**config.mk**
```make
export PLATFORM = sky130hd
export DESIGN_NAME = spi_rx
export DESIGN_NICKNAME = d
export VERILOG_FILES = /design/src/rtl/spi_pkg.sv /design/src/rtl/spi_rx_out_reg.sv /design/src/rtl/spi_rx.sv
export SDC_FILE = /design/constraint.sdc
export NUM_CORES = 1
export LEC_CHECK = 0
export BUFFER_PORTS_ARGS = -buffer_cell sky130_fd_sc_hd__buf_4
export CAP_MARGIN = 20
export CORE_UTILIZATION = 32
export DETAILED_ROUTE_END_ITERATION = 10
export PLACE_DENSITY = 0.47
export SLEW_MARGIN = 0
export SYNTH_ARGS = -nofsm -noshare
export SYNTH_HDL_FRONTEND = slang
export SYNTH_SLANG_ARGS = --single-unit
```
**constraint.sdc**
```tcl
create_clock -name phased_sclk -period 2.8 [get_ports phased_sclk]
set_input_delay 0.28 -clock phased_sclk [delete_from_list [all_inputs] [get_ports phased_sclk]]
set_output_delay 0.28 -clock phased_sclk [all_outputs]
set_load 0.01 [all_outputs]
```
**src/rtl/spi_pkg.sv**
```systemverilog
// rtl/spi_pkg.sv - shared SPI types, limits and width clamping helper
//
// Purpose: definitions shared by spi_tx and spi_rx.
//   SPI_MAX_WIDTH  : widest word either side can handle
//   spi_mode_t     : CPOL/CPHA mode encoding
//   spi_rx_state_t : receive FSM states
//   clamp_width    : maps a requested word width onto 1..max_w
package spi_pkg;

  localparam int SPI_MAX_WIDTH = 64;

  typedef enum logic [1:0] {
    MODE0,
    MODE1,
    MODE2,
    MODE3
  } spi_mode_t;

  typedef enum logic {
    RX_IDLE,
    RX_SHIFT
  } spi_rx_state_t;

  // Out-of-range requests (0 or wider than max_w) fall back to max_w.
  // The result is 6 bits, so a width of 64 comes back as 0; callers
  // decode 0 as 64.
  function automatic logic [5:0] clamp_width(input logic [5:0] w,
                                             input logic [6:0] max_w);
    if (w == 6'd0 || {1'b0, w} > max_w) begin
      return max_w[5:0];
    end
    return w;
  endfunction

endpackage

```
**src/rtl/spi_rx_out_reg.sv**
```systemverilog
// rtl/spi_rx_out_reg.sv - single-entry AXI-Stream output register with overflow detect
//
// Purpose: holds one completed word for the downstream consumer and flags
// words that arrive while the register is still full.
// Ports:
//   phased_sclk  : clock
//   rst          : synchronous active-high reset
//   load_i       : a word completes on this edge
//   data_i       : completed word
//   clr_i        : clears the overflow flag
//   tready_i     : downstream accept
//   tdata_o      : held word
//   tvalid_o     : word available
//   overflow_o   : sticky, a word was dropped
module spi_rx_out_reg #(
  parameter int DATA_WIDTH = 8
) (
  input  logic                  phased_sclk,
  input  logic                  rst,
  input  logic                  load_i,
  input  logic [DATA_WIDTH-1:0] data_i,
  input  logic                  clr_i,
  input  logic                  tready_i,
  output logic [DATA_WIDTH-1:0] tdata_o,
  output logic                  tvalid_o,
  output logic                  overflow_o
);

  logic [DATA_WIDTH-1:0] tdata_q;
  logic                  tvalid_q;
  logic                  overflow_q;
  logic                  can_load;

  // The register frees up on the handshake edge itself, so a word that
  // completes on that edge can replace the one being accepted.
  assign can_load = ~tvalid_q | tready_i;

  always_ff @(posedge phased_sclk) begin
    if (rst) begin
      tdata_q    <= '0;
      tvalid_q   <= 1'b0;
      overflow_q <= 1'b0;
    end else begin
      if (load_i && can_load) begin
        tdata_q  <= data_i;
        tvalid_q <= 1'b1;
      end else if (tvalid_q && tready_i) begin
        tvalid_q <= 1'b0;
      end

      // Set has priority over clear.
      if (load_i && !can_load) begin
        overflow_q <= 1'b1;
      end else if (clr_i) begin
        overflow_q <= 1'b0;
      end
    end
  end

  assign tdata_o    = tdata_q;
  assign tvalid_o   = tvalid_q;
  assign overflow_o = overflow_q;

endmodule

```
**src/rtl/spi_rx.sv**
```systemverilog
// rtl/spi_rx.sv - SPI receive deserializer with AXI-Stream master output
//
// Purpose: samples rxd MSB-first on each phased_sclk rising edge, assembles
// words of a run-time width and hands them to an AXI-Stream output register.
// Ports:
//   phased_sclk     : sampling clock (mode already applied upstream)
//   rst             : synchronous active-high reset
//   rxd             : serial data in
//   rx_enable       : frame active; low aborts a word in progress
//   spi_word_width  : bits per word, latched on the first bit of each word
//   m_axis_tdata    : received word, right-aligned, zero-extended
//   m_axis_tvalid   : word available
//   m_axis_tready   : downstream accept
//   overflow_clr    : clears overflow and frame_err
//   busy            : a word is being shifted in
//   overflow        : sticky, a completed word was dropped
//   frame_err       : sticky, rx_enable fell mid-word
module spi_rx
  import spi_pkg::*;
#(
  parameter int AXIS_DATA_WIDTH = 8
) (
  input  logic                       phased_sclk,
  input  logic                       rst,
  input  logic                       rxd,
  input  logic                       rx_enable,
  input  logic [5:0]                 spi_word_width,
  output logic [AXIS_DATA_WIDTH-1:0] m_axis_tdata,
  output logic                       m_axis_tvalid,
  input  logic                       m_axis_tready,
  input  logic                       overflow_clr,
  output logic                       busy,
  output logic                       overflow,
  output logic                       frame_err
);

  localparam logic [6:0] MAX_W = 7'(AXIS_DATA_WIDTH);

  spi_rx_state_t               state_q;
  logic [6:0]                  bit_cnt_q;
  logic [6:0]                  width_q;
  logic [AXIS_DATA_WIDTH-1:0]  shift_q;
  logic                        frame_err_q;

  logic [5:0]                  width_clamped;
  logic [6:0]                  width_new;
  logic [6:0]                  width_eff;
  logic [AXIS_DATA_WIDTH-1:0]  shift_d;
  logic [AXIS_DATA_WIDTH-1:0]  word_mask;
  logic [AXIS_DATA_WIDTH-1:0]  word_data;
  logic                        word_done;

  always_comb begin
    width_clamped = clamp_width(spi_word_width, MAX_W);
    // clamp_width returns 0 to mean a 64-bit word.
    width_new = (width_clamped == 6'd0) ? 7'd64 : {1'b0, width_clamped};
    // On the first bit the freshly sampled width applies; afterwards the
    // latched one does.
    width_eff = (state_q == RX_IDLE) ? width_new : width_q;

    shift_d    = shift_q << 1;
    shift_d[0] = rxd;

    // The shift register keeps stale bits from earlier words above the
    // current width; the mask zero-extends the result.
    word_mask = '0;
    for (int i = 0; i < AXIS_DATA_WIDTH; i++) begin
      word_mask[i] = (7'(i) < width_eff);
    end
    word_data = shift_d & word_mask;

    word_done = 1'b0;
    if (rx_enable) begin
      if (state_q == RX_IDLE) begin
        word_done = (width_new == 7'd1);
      end else begin
        word_done = (bit_cnt_q == width_q - 7'd1);
      end
    end
  end

  always_ff @(posedge phased_sclk) begin
    if (rst) begin
      state_q     <= RX_IDLE;
      bit_cnt_q   <= '0;
      width_q     <= '0;
      shift_q     <= '0;
      frame_err_q <= 1'b0;
    end else begin
      case (state_q)
        RX_IDLE: begin
          if (rx_enable) begin
            width_q <= width_new;
            shift_q <= shift_d;
            if (width_new == 7'd1) begin
              bit_cnt_q <= '0;
            end else begin
              bit_cnt_q <= 7'd1;
              state_q   <= RX_SHIFT;
            end
          end
        end
        RX_SHIFT: begin
          if (rx_enable) begin
            shift_q <= shift_d;
            if (word_done) begin
              bit_cnt_q <= '0;
              state_q   <= RX_IDLE;
            end else begin
              bit_cnt_q <= bit_cnt_q + 7'd1;
            end
          end else begin
            bit_cnt_q <= '0;
            state_q   <= RX_IDLE;
          end
        end
        default: begin
          bit_cnt_q <= '0;
          state_q   <= RX_IDLE;
        end
      endcase

      // Set has priority over clear.
      if (state_q == RX_SHIFT && !rx_enable) begin
        frame_err_q <= 1'b1;
      end else if (overflow_clr) begin
        frame_err_q <= 1'b0;
      end
    end
  end

  spi_rx_out_reg #(
    .DATA_WIDTH(AXIS_DATA_WIDTH)
  ) u_out_reg (
    .phased_sclk(phased_sclk),
    .rst        (rst),
    .load_i     (word_done),
    .data_i     (word_data),
    .clr_i      (overflow_clr),
    .tready_i   (m_axis_tready),
    .tdata_o    (m_axis_tdata),
    .tvalid_o   (m_axis_tvalid),
    .overflow_o (overflow)
  );

  assign busy      = (state_q == RX_SHIFT);
  assign frame_err = frame_err_q;

endmodule

```
## After elaboration in Yosys (flattened, before gate mapping)

Index checks and enable logic that the tools add are counted.

- Output and inout port bits: 12
- Bits in registers: 33
- Memories: 0
- Logic and storage cells: 62
- Memory bits (read-only): 0
- Input bits: 12
- Bits in writable memories: 0
- Bits in latches: 0

- Muxes and demuxes: 23
- Magnitude comparators: 9
- $mul: 0
- Reductions and logical operators: 13
- Add/subtract/negate cells: 2
- Bitwise operators: 4
- Equal/unequal tests: 3
- Shift-type cells: 0
- Divide/modulo/power cells: 0

Operator list:

| operator | count |
|---|---|
| $mux 7 | 6 |
| $lt 3x7->1 const A | 4 |
| $lt 1x7->1 const A | 2 |
| $lt 2x7->1 const A | 2 |
| $pmux 7 s2 | 1 |
| $mux 1 | 13 |
| $logic_not 6->1 | 2 |
| $mux 6 | 2 |
| $and 8x8->8 | 1 |
| $add 7x1->7 const B | 1 |
| $eq 7x1->1 const B | 1 |
| $eq 7x7->1 | 1 |
| $sub 7x1->7 const B | 1 |
| $gt 6x4->1 const B | 1 |
| $reduce_bool 2->1 | 3 |
| $logic_and 1x1->1 | 4 |
| $logic_not 1->1 | 2 |
| $ne 2x2->1 const B | 1 |
| $not 1->1 | 2 |
| $pmux 1 s2 | 1 |
| $reduce_and 2->1 | 1 |
| $logic_or 1x1->1 | 1 |
| $or 1x1->1 | 1 |

## Logic depth before layout (Yosys ltp)

Gate-level depths: netlist of the first run.

- Word-level depth: 12
- Mapped depth: 9
- Mapped depth without buffers: 8

## Modules after synthesis

A second synthesis of the first run with hierarchy kept.

- Cells, all modules: 196
- Area total of the unflattened synthesis: 1734.2 um2

Modules (own cells, without submodules):

| module | cells each | area an instance (um2) | times used | sequential area each (um2) |
|---|---|---|---|---|
| spi_rx | 153 | 1292.5 | 1 | 460.4 |
| spi_rx_out_reg | 43 | 441.7 | 1 | 200.2 |

## Worst setup path after synthesis of the first run

Ideal clock, no wire load.

- Path type: reg2reg
- Start: register width_q[0]
- End: register u_out_reg.tdata_q[4] (netlist: u_out_reg.tdata_o[4])
- Slack: 0.828 ns
- Period minus slack after synthesis: 1.972 ns
- Data arrival time: 1.900 ns
- Data required time: 2.728 ns
- Setup time: 0.072 ns
- Cell stages (with the launch flop): 10
- Path buffers: 1
- Cell sequence: dfxtp_1 > buf_6 > inv_1 > ha_1 > nor3b_4 > xnor2_1 > nor4_4 > a21boi_2 > nor2_4 > mux2i_1

- Longest elaborated chain between the ends: 5
- Elaborated cells between the ends (all ways): 8
- Classes of those cells: add/sub (1); order compare (1); eq/ne (1); mux (3); bitwise (1); reduce/logical (1)

Ends and longest elaborated chain:

| item | RTL line | RTL |
|---|---|---|
| from (decl) | spi_rx.sv:41 | `logic [6:0] width_q;` |
| from (signal assigned) | spi_rx.sv:93 | `width_q <= width_new;` |
| $sub 7x1->7 | spi_rx.sv:77 | `word_done = (bit_cnt_q == width_q - 7'd1);` |
| $eq 7x7->1 | spi_rx.sv:77 |  |
| $mux 1 | spi_rx.sv:74 | `if (state_q == RX_IDLE) begin` |
| $mux 1 | spi_rx.sv:73 | `if (rx_enable) begin` |
| $logic_and 1x1->1 | spi_rx_out_reg.sv:44 | `if (load_i && can_load) begin` |
| to (signal assigned) | spi_rx_out_reg.sv:45 | `tdata_q <= data_i;` |
| to (decl) | spi_rx_out_reg.sv:29 | `logic [DATA_WIDTH-1:0] tdata_q;` |

Several ways; a longest one is shown, not always the timed one.
A chain may end at the register's enable or synchronous reset.

## Worst setup path after layout of the first run

- Start: register width_q[0]
- End: register u_out_reg.tdata_q[6] (netlist: u_out_reg.tdata_o[6])

Same word-level chain as after synthesis.

==> results of run 1 <==
==> logic make-up after synthesis <==
| logic type | share of synthesized area, % |
|---|---|
| compound gates | 17.46 |
| flops | 38.26 |
| fa+ha+maj | 1.449 |
| simple gates | 26.81 |
| xor+xnor | 5.072 |
| mux | 6.377 |
| buf+inv | 4.564 |
==> worst reg2reg max path, delay by kind of cell (launching register included) <==
family / cells / cell delay, ps
xor gates and xnor gates: 1 / 170
adders and majority gates: 1 / 220
buffers and inverters: 1 / 80
and+or+nand+nor: 3 / 840
DFF: 1 / 450
AOI/OAI and AO/OA: 1 / 210
muxes: 1 / 190
==> cell type report <==
| type | instances | area (um^2) |
|---|---|---|
| Fill cell | 552 | 3083 |
| Multi-Input combinational cell | 153 | 987.2 |
| Sequential cell | 33 | 660.6 |
| Timing Repair Buffer | 24 | 180.2 |
| Tap cell | 70 | 87.58 |
| Clock buffer | 5 | 68.82 |
| Clock inverter | 3 | 46.29 |
| Inverter | 7 | 26.28 |
==> per-layer routing <==
layer	vias up	part of all wire, %	GRT usage [%]
met5	-	0	0
met4	0	1.9	6.996
met3	6	3.6	4.233
met2	23	45	24.11
met1	663	50	21.68
li1	756	-	-
==> path summary, 6_finish.rpt <==
path | end | slack [ps]
setup reg to reg | u_out_reg.tdata_o[6] | 570
hold / removal | shift_q[0] | 250
setup / recovery | u_out_reg.tdata_o[6] | 570
hold reg to reg | u_out_reg.tdata_o[4] | 480
==> stage by stage <==
step	area (um^2)	total power [W]
after floorplan	1727	0.0005587
after global placement	1942	0.0005911
after detailed placement	1942	0.0005898
after CTS	2057	0.001048
after global routing	2057	0.001087
final	2057	0.001035
==> layout by cell type (no fill, tap or decap), types with 2 or more instances in the layout <==
master / n
sky130_fd_sc_hd__and2_1: 3
sky130_fd_sc_hd__inv_1: 6
sky130_fd_sc_hd__or2_2: 3
sky130_fd_sc_hd__o211ai_1: 3
sky130_fd_sc_hd__ha_1: 2
sky130_fd_sc_hd__o2111ai_1: 4
sky130_fd_sc_hd__nand3_1: 14
sky130_fd_sc_hd__nor2b_1: 2
sky130_fd_sc_hd__nor3_1: 7
sky130_fd_sc_hd__clkbuf_8: 5
sky130_fd_sc_hd__nand2b_1: 4
sky130_fd_sc_hd__buf_4: 24
sky130_fd_sc_hd__mux2i_1: 11
sky130_fd_sc_hd__xnor2_1: 6
sky130_fd_sc_hd__nor2_1: 21
sky130_fd_sc_hd__a21oi_1: 16
sky130_fd_sc_hd__nor4_1: 2
sky130_fd_sc_hd__o31ai_1: 3
sky130_fd_sc_hd__and3_2: 2
sky130_fd_sc_hd__nand3b_1: 3
sky130_fd_sc_hd__dfxtp_1: 33
sky130_fd_sc_hd__xor2_1: 4
sky130_fd_sc_hd__nand4_1: 2
sky130_fd_sc_hd__a22oi_1: 3
sky130_fd_sc_hd__nand2_1: 18
sky130_fd_sc_hd__o21ai_0: 6
==> sequential cells by signal, summed over array words and instances, names as in the netlist <==
signal                cells
shift_q                   7
u_out_reg.tdata_o         8
frame_err                 1
u_out_reg.overflow_o      1
u_out_reg.tvalid_o        1
bit_cnt_q                 7
busy                      1
width_q                   7
==> report_power, final <==
part | total (W) | switching, W | internal (W)
Sequential | 0.000483 | 0.00000801 | 0.000475
Combinational | 0.0000953 | 0.0000569 | 0.0000384
Clock | 0.000457 | 0.000190 | 0.000266
==> reports/qor.csv, run 1 <==
metric;value;unit
floorplan.die_area;5693;um^2
cts_hold_repair.buffers;0;
postSynthNetCount;215;
fin_hold_ws;248.3;ps
cts.repair_timing.setup_buffer_count;0;
finalWorstSetupSlack;568.7;ps
timing.critical_path.fanout_max;7;
synthFlopType;sky130_fd_sc_hd__dfxtp_1;
vias_in_the_first_global_route;1329;
timing_worst_setup_path_type;register to register;
synth_seq_area_share;38.26;%
path_depth;8;
synth_top_cell_area_share;38.26;%
timing.critical_path.slowest_stage_cell;sky130_fd_sc_hd__nor4_4;
worstReg2RegStart;width_q[0];
dp_worst_setup_slack;625.9;ps
ys_warn_count;0;
wl_per_cell;13.40;um
die_x;75.46;um
p_leak;0.7921;nW
timing.clock.skew;9.925;ps
postLayoutCoreUtil;40.02;%
clk_pin_slew_worst_paths;80;ps
numPortBuffers;23;
setup.worst_path.start_class;register;
worst-r2r-cell-count;8;
max-cap-violations;0;
wp_data_arrival;2440;ps
detailroute.via_count;1448;
pwr_density_cell;503.3;nW/um^2
worst-path-buf-inv;1;
grt_start_max_net_pins;31;
max_clock_freq;448.2;MHz
antenna_left;0;
clock_buffers_created_by_tritoncts;5;
cts.repair.resized;0;
placementRows;26;
flow.area_growth_from_synthesis;19.13;%
drt_iter0_markers;60;
largest_stage_delay_on_the_critical_path;470;ps
cts-htree-levels;2;
ys_async_sr_fraction;0;%
grt_overflow;0;
cp-end-kind;register;
dp.final_hpwl;2869;um
ios;24;
grt_antenna_before_repair;0;
timing.hold.worst.start;rxd;
final_antenna_diode_count;0;
final.setup.tns;0;ps
timing.critical_path.from;width_q[0];
post_synth_main_area_contributors;sky130_fd_sc_hd__dfxtp_1 (38%), sky130_fd_sc_hd__mux2i_1 (6.4%), sky130_fd_sc_hd__a21oi_1 (4.6%), sky130_fd_sc_hd__nor2_1 (4.6%), sky130_fd_sc_hd__nand3_1 (4.1%);
holdPathStages;3;
gr-usage-all-layers;16.06;%
unrepaired_setup_endpoints_after_global_routing;false;
synth_cells;201;
clock_sinks;33;
tightestPinTransition;707.8;ps
post-synth-top-count-cell;sky130_fd_sc_hd__dfxtp_1;
final_layout_size_suffix_gt1_share;20.44;%
leading_cell_types_by_count_after_synthesis;sky130_fd_sc_hd__dfxtp_1 (33), sky130_fd_sc_hd__nor2_1 (21), sky130_fd_sc_hd__nand2_1 (18), sky130_fd_sc_hd__a21oi_1 (16), sky130_fd_sc_hd__nand3_1 (14);
report.final.hold_viol_count;0;
post-synth-top-area-cell;sky130_fd_sc_hd__dfxtp_1;
clock_path_buffers;2;
run_status;complete, no violations;
initial_utilization;33.59;%
global_route_wire_length_before_repair;6720;um
gp_routability_congestion;0.8184;
post-route-min-period;2231;ps
netlist-cell-type-count;42;
fin_cells;295;
firstDrtPassIters;4;
vdd_drop_max;0.0002518;V
timing.final.crit_share;79.69;%
design.final.nets;238;
cts.root.buffer_cell;sky130_fd_sc_hd__clkbuf_8;
ys_seq_elements;33;
synthesis.area;1727;um^2
place.detailed.instances;287;
placeableCoreArea;5140;um^2
vias_per_cell;4.908;
worst_skew_pair.late_latency;290;ps
totalWireLength;3952;um
crit_path_cell_trace;inv_1 > ha_1 > nor3b_4 > xnor2_1 > nor4_4 > a21boi_2 > nor2_4 > mux2i_1;
required;3010;ps
cpLargestDelayFamily;simple AND/OR/NAND/NOR gates;
slew_violations;0;
synth_edf_count;0;
cts_tree;done;
maxSlewHeadroom;52.45;%
syn-mean-instance-area;8.590;um^2
hp-class;input pin to register;
die_h;75.46;um
drc;0;
finalSetupViolations;0;
Note: power is estimated with default switching activity, not from simulation.
==> run 2: changes to the inputs <==
==> constraint.sdc (replaced) <==
create_clock -name phased_sclk -period 2.3 [get_ports phased_sclk]
set_input_delay 0.23 -clock phased_sclk [delete_from_list [all_inputs] [get_ports phased_sclk]]
set_output_delay 0.23 -clock phased_sclk [all_outputs]
set_load 0.01 [all_outputs]
==> run 2 against run 1 <==
- via count increased by 0.83%
- die area is the same
- sequential cell count unchanged
- sequential share of layout area is 1.1 points lower
- largest cell class unchanged
- maximum frequency up 4.4%
- hold slack worse by 60 ps
- clock power is 47% higher
- cell count grew 1.7%
- core utilization is 1.4 points higher
- largest power group is now the clock network
==> reports/qor.csv, run 2 (synthesis results as in run 1) <==
metric;value;unit
required;2480;ps
tightestPinTransition;663.1;ps
detailroute.wirelength.met2;1711;um
wl_per_cell;13.32;um
switchingPower;0.0003138;W
cts_tree;done;
global_route_wire_length_before_repair;6423;um
fin_hold_ws;187.9;ps
initial_utilization;33.59;%
unrepaired_setup_endpoints_after_global_routing;false;
switching_share;22.75;%
wl_met1;2030;um
gp_routability_congestion;0.7957;
final_layout_size_suffix_gt1_share;22.61;%
timing_worst_setup_path_type;register to register;
grt_overflow;0;
max-cap-violations;0;
postLayoutCoreUtil;41.46;%
power;0.001379;W
design.final.nets;243;
p_seq_share;42.6;%
largest_register_ff_count;8;
cts_hold_repair.buffers;0;
ios;24;
max_clock_freq;468.1;MHz
clock_path_buffers;2;
final_cell_mix;sky130_fd_sc_hd__dfxtp_1 (32), sky130_fd_sc_hd__buf_4 (28), sky130_fd_sc_hd__nor2_1 (21), sky130_fd_sc_hd__nand2_1 (18), sky130_fd_sc_hd__a21oi_1 (16);
hp-class;input pin to register;
clockPowerShare;48.6;%
dp.final_hpwl;2937;um
fillers;570;
firstDrtPassIters;4;
die_x;75.46;um
maxSlewHeadroom;55.45;%
antenna_left;0;
worst_skew_pair.late_latency;290;ps
placementRows;26;
final_antenna_diode_count;0;
vdd_drop_max;0.0002165;V
vias_per_cell;4.867;
slew_violations;0;
clock_buffers_created_by_tritoncts;5;
detailroute.via_count;1460;
report.final.hold_viol_count;0;
power.internal;0.001066;W
highest_layer;met4;
cts.root.buffer_cell;sky130_fd_sc_hd__clkbuf_8;
finalSetupViolations;0;
grt_antenna_before_repair;0;
timing.final.crit_share;92.89;%
p_leak;0.8359;nW
clk_pin_slew_worst_paths;80;ps
flow.area_growth_from_synthesis;23.41;%
final.setup.tns;0;ps
final_common_cell;sky130_fd_sc_hd__dfxtp_1;
cts-htree-levels;2;
totalWireLength;3995;um
vias_in_the_first_global_route;1343;
portion_of_total_power_attributed_to_combinational_logic;8.8;%
cp-end-kind;register;
clock_sinks;33;
wp_data_arrival;2320;ps
pwr_density_cell;647.4;nW/um^2
timing.critical_path.fanout_max;10;
numPortBuffers;23;
drc;0;
floorplan.die_area;5693;um^2
run_status;complete, no violations;
die_h;75.46;um
timing.clock.skew;7.885;ps
setup.worst_path.start_class;register;
drt_iter0_markers;77;
gr-usage-all-layers;15.42;%
detailroute.wirelength.met3;145;um
grt_start_max_net_pins;31;
post-route-min-period;2136;ps
placeableCoreArea;5140;um^2
-- run 2: area by class of cell --
class	count	area [um^2]	area share [%]
Tap cell	70	87.58	4.110
Sequential cell	33	661.9	31.06
Clock buffer	5	68.82	3.230
Clock inverter	3	68.82	3.230
Multi-Input combinational cell	153	987.2	46.33
Inverter	7	26.28	1.233
Timing Repair Buffer	29	230.2	10.80
-- run 2: timing repair --
item	in CTS	in global routing
setup buffers	0	2
gates resized for setup	0	1
hold endpoints to repair	0	0
endpoints found under the setup margin	0	6
-- run 2: worst max-delay path, stage by stage, from the launching register on --
cell                       delay, ps
sky130_fd_sc_hd__dfxtp_1         440
sky130_fd_sc_hd__inv_1            70
sky130_fd_sc_hd__ha_1            290
sky130_fd_sc_hd__xor2_1          140
sky130_fd_sc_hd__nand3_1         140
sky130_fd_sc_hd__nor4_4          330
sky130_fd_sc_hd__buf_4           190
sky130_fd_sc_hd__a211oi_4         70
sky130_fd_sc_hd__buf_12          140
sky130_fd_sc_hd__a22oi_1         130
sky130_fd_sc_hd__nand2_1          80
-- run 2: through the flow --
stage | cells | cell area [um^2] | setup slack [ps]
final | 300 | 2131 | 163.5
after global routing | 300 | 2131 | 7.038
after CTS | 298 | 2102 | 90.18
after detailed placement | 290 | 1964 | 113.7
after global placement | 290 | 1964 | 163.6
after floorplan | 201 | 1727 | 328.3
-- run 2: power by group through the flow --
stage	Sequential (W)	Clock [W]	Combinational, W
floorplan	0.000600	0	0.0000804
CTS	0.000588	0.000687	0.000119
finish	0.000588	0.000670	0.000121
detailed placement	0.000602	0	0.000118
global route	0.000590	0.000708	0.000133
global placement	0.000602	0	0.000120
-- run 2: final timing paths --
| kind | startpoint | to | slack (ps) | depth (start not counted) |
|---|---|---|---|---|
| setup reg to reg | width_q[1] | bit_cnt_q[4] | 160 | 10 |
| hold reg to reg | u_out_reg.overflow_o | u_out_reg.overflow_o | 480 | 2 |
| setup / recovery | width_q[1] | bit_cnt_q[4] | 160 | 10 |
| hold / removal | rxd | shift_q[0] | 190 | 3 |
-- run 2: metal layers --
layer	global-route usage [%]	vias up
li1	-	765
met1	21.21	656
met2	22.52	29
met3	3.704	10
met4	7.613	0
met5	0	-
==> run 3: changes to the inputs <==
--- a/config.mk
+++ b/config.mk
@@ -5,11 +5,12 @@
 export SDC_FILE = /design/constraint.sdc
 export NUM_CORES = 1
 export LEC_CHECK = 0
+export ABC_AREA = 1
 export BUFFER_PORTS_ARGS = -buffer_cell sky130_fd_sc_hd__buf_4
 export CAP_MARGIN = 20
 export CORE_UTILIZATION = 32
 export DETAILED_ROUTE_END_ITERATION = 10
-export PLACE_DENSITY = 0.47
+export PLACE_DENSITY = 0.46
 export SLEW_MARGIN = 0
 export SYNTH_ARGS = -nofsm -noshare
 export SYNTH_HDL_FRONTEND = slang
==> run 3 against run 2 <==
- critical path depth up 5
- via count is 19% higher
- clock skew decreased by 4.8 ps
- register-to-register slack gained 260 ps
- clock power shrank 35%
- maximum frequency rose by 14%
- synthesized cell count increased by 35%
- sequential cell count unchanged
- global-route usage is 1.2 points higher
- sequential share of layout area is 0.42 points higher
- sequential power grew 3%
- largest power group is now registers
==> reports/qor.csv, run 3 <==
metric;value;unit
placeableCoreArea;5205;um^2
switchingPower;0.0003424;W
clock_sinks;33;
die_h;76.20;um
final_cell_mix;sky130_fd_sc_hd__nand2_1 (71), sky130_fd_sc_hd__nor2_1 (37), sky130_fd_sc_hd__dfxtp_1 (33), sky130_fd_sc_hd__inv_1 (30);
synthesis.area;1762;um^2
placementRows;26;
final_layout_size_suffix_gt1_share;16.11;%
finalSetupViolations;0;
design.final.nets;311;
wl_met1;2136;um
tightestPinTransition;555.4;ps
timing.critical_path.fanout_max;9;
cts.repair.resized;0;
firstDrtPassIters;4;
worst_skew_pair.late_latency;280;ps
unrepaired_setup_endpoints_after_global_routing;false;
vias_per_cell;4.707;
drc;0;
report.final.hold_viol_count;0;
cts_tree;done;
setup.worst_path.start_class;register;
synthFlopType;sky130_fd_sc_hd__dfxtp_1;
hp-class;input pin to register;
post_synth_main_area_contributors;sky130_fd_sc_hd__dfxtp_1 (38%), sky130_fd_sc_hd__nand2_1 (15%), sky130_fd_sc_hd__nor2_1 (7.9%), sky130_fd_sc_hd__a21oi_1 (7.4%), sky130_fd_sc_hd__inv_1 (6.4%);
postLayoutCoreUtil;40.31;%
initial_utilization;33.85;%
p_seq_share;50.6;%
grt_start_max_net_pins;19;
drt_iter0_markers;110;
grt_antenna_before_repair;0;
clock_path_buffers;2;
dp_worst_setup_slack;428.9;ps
netlist-cell-type-count;27;
finalWorstSetupSlack;418.8;ps
final_antenna_diode_count;0;
grt_overflow;0;
ys_seq_elements;33;
cts-htree-levels;2;
flow.area_growth_from_synthesis;19.10;%
floorplan.die_area;5806;um^2
required;2520;ps
postSynthNetCount;286;
numPortBuffers;23;
global_route_wire_length_before_repair;7686;um
largest_register_ff_count;8;
leading_cell_types_by_count_after_synthesis;sky130_fd_sc_hd__nand2_1 (71), sky130_fd_sc_hd__nor2_1 (37), sky130_fd_sc_hd__dfxtp_1 (33), sky130_fd_sc_hd__inv_1 (30), sky130_fd_sc_hd__a21oi_1 (26);
wp_data_arrival;2110;ps
slew_violations;0;
clockPowerShare;36.3;%
synth_edf_count;0;
synth_top_cell_area_share;37.50;%
synth_seq_area_share;37.50;%
holdPathStages;3;
dp.final_hpwl;3459;um
timing.final.crit_share;81.79;%
cts.repair_timing.setup_buffer_count;0;
ios;24;
post-synth-top-area-cell;sky130_fd_sc_hd__dfxtp_1;
highest_layer;met4;
maxSlewHeadroom;62.84;%
final.setup.tns;0;ps
cp-end-kind;register;
max-cap-violations;0;
clk_pin_slew_worst_paths;70;ps
totalWireLength;4466;um
cts_hold_repair.buffers;0;
cts.root.buffer_cell;sky130_fd_sc_hd__clkbuf_8;
clock_buffers_created_by_tritoncts;5;
switching_share;28.57;%
gp_routability_congestion;0.8278;
wl_per_cell;12.14;um
detailroute.via_count;1732;
p_leak;0.9270;nW
gr-usage-all-layers;16.59;%
vias_in_the_first_global_route;1683;
fillers;580;
vdd_drop_max;0.0003375;V
layout.area.seq;660.6;um^2
portion_of_total_power_attributed_to_combinational_logic;13.1;%
final_common_cell;sky130_fd_sc_hd__nand2_1;
run_status;complete, no violations;
pwr_density_cell;571.1;nW/um^2
synth_cells;272;
ys_async_sr_fraction;0;%
detailroute.wirelength.met3;134;um
worst-r2r-cell-count;15;
ys_warn_count;0;
antenna_left;0;
syn-mean-instance-area;6.477;um^2
post-synth-top-count-cell;sky130_fd_sc_hd__nand2_1;
post-route-min-period;1881;ps
max_clock_freq;531.6;MHz
timing.clock.skew;3.114;ps
timing_worst_setup_path_type;register to register;
power.internal;0.0008559;W
combined_area_of_the_multi_input_logic_cells;935.9;um^2
die_x;76.20;um
detailroute.wirelength.met2;2148;um
-- run 3: final timing paths --
check                        from                    to  slack [ps]
min                           rxd            shift_q[0]         190
min reg2reg  u_out_reg.overflow_o  u_out_reg.overflow_o         470
max reg2reg            width_q[0]  u_out_reg.tdata_o[6]         420
max                    width_q[0]  u_out_reg.tdata_o[6]         420
-- run 3: metal layers --
metal | vias up | global-route usage, %
li1 | 924 | -
met1 | 780 | 20.00
met2 | 21 | 29.27
met3 | 7 | 3.593
met4 | 0 | 5.192
met5 | - | 0
-- run 3: through the flow --
| step | hold slack [ps] | total power, W | cell area [um^2] | std cells |
|---|---|---|---|---|
| after floorplan | 364.9 | 0.0007195 | 1762 | 272 |
| after global placement | 460.2 | 0.0007794 | 2012 | 360 |
| after detailed placement | 459.4 | 0.0007777 | 2012 | 360 |
| after CTS | 195.2 | 0.001214 | 2098 | 368 |
| after global routing | 220.4 | 0.001260 | 2098 | 368 |
| final | 190.1 | 0.001198 | 2098 | 368 |
-- run 3: power groups by stage --
stage          logic (W)  clock network, W  registers, W
5_1_grt         0.000180          0.000471      0.000608
2_1_floorplan   0.000106                 0      0.000614
3_3_place_gp    0.000160                 0      0.000620
3_5_place_dp    0.000158                 0      0.000620
6_report        0.000157          0.000435      0.000606
4_1_cts         0.000159          0.000449      0.000606
-- run 3: cell families (layout without fill, tap and decap cells) --
kind of cell	count (synthesis)	after routing	share of synthesized area, %
and+or+nand+nor	143	143	35.44
AOI/OAI and AO/OA	49	49	14.77
buffers and inverters	42	68	9.375
DFF	33	33	37.50
xor gates and xnor gates	3	3	1.492
adders and majority gates	2	2	1.420
-- run 3: worst max-delay path: stages, from the launching register on --
cell                       delay, ps
sky130_fd_sc_hd__dfxtp_1         410
sky130_fd_sc_hd__inv_2            80
sky130_fd_sc_hd__ha_1            260
sky130_fd_sc_hd__inv_1            70
sky130_fd_sc_hd__nand2_1          60
sky130_fd_sc_hd__nand2_1          80
sky130_fd_sc_hd__nand2_1          50
sky130_fd_sc_hd__nand2_1          60
sky130_fd_sc_hd__nand2_1          60
sky130_fd_sc_hd__nor2_2          100
sky130_fd_sc_hd__nand2_2          70
sky130_fd_sc_hd__nand2_4          90
sky130_fd_sc_hd__nand3_4         130
sky130_fd_sc_hd__clkinv_4        110
sky130_fd_sc_hd__nand3_2          70
sky130_fd_sc_hd__a21oi_2         100
-- run 3: layout make-up --
cell class                      count  share of cell area, %
Clock buffer                        5                  3.280
Clock inverter                      3                 0.8348
Inverter                           34                  6.321
Multi-Input combinational cell    197                  44.60
Sequential cell                    33                  31.48
Tap cell                           70                  4.174
Timing Repair Buffer               26                  9.302
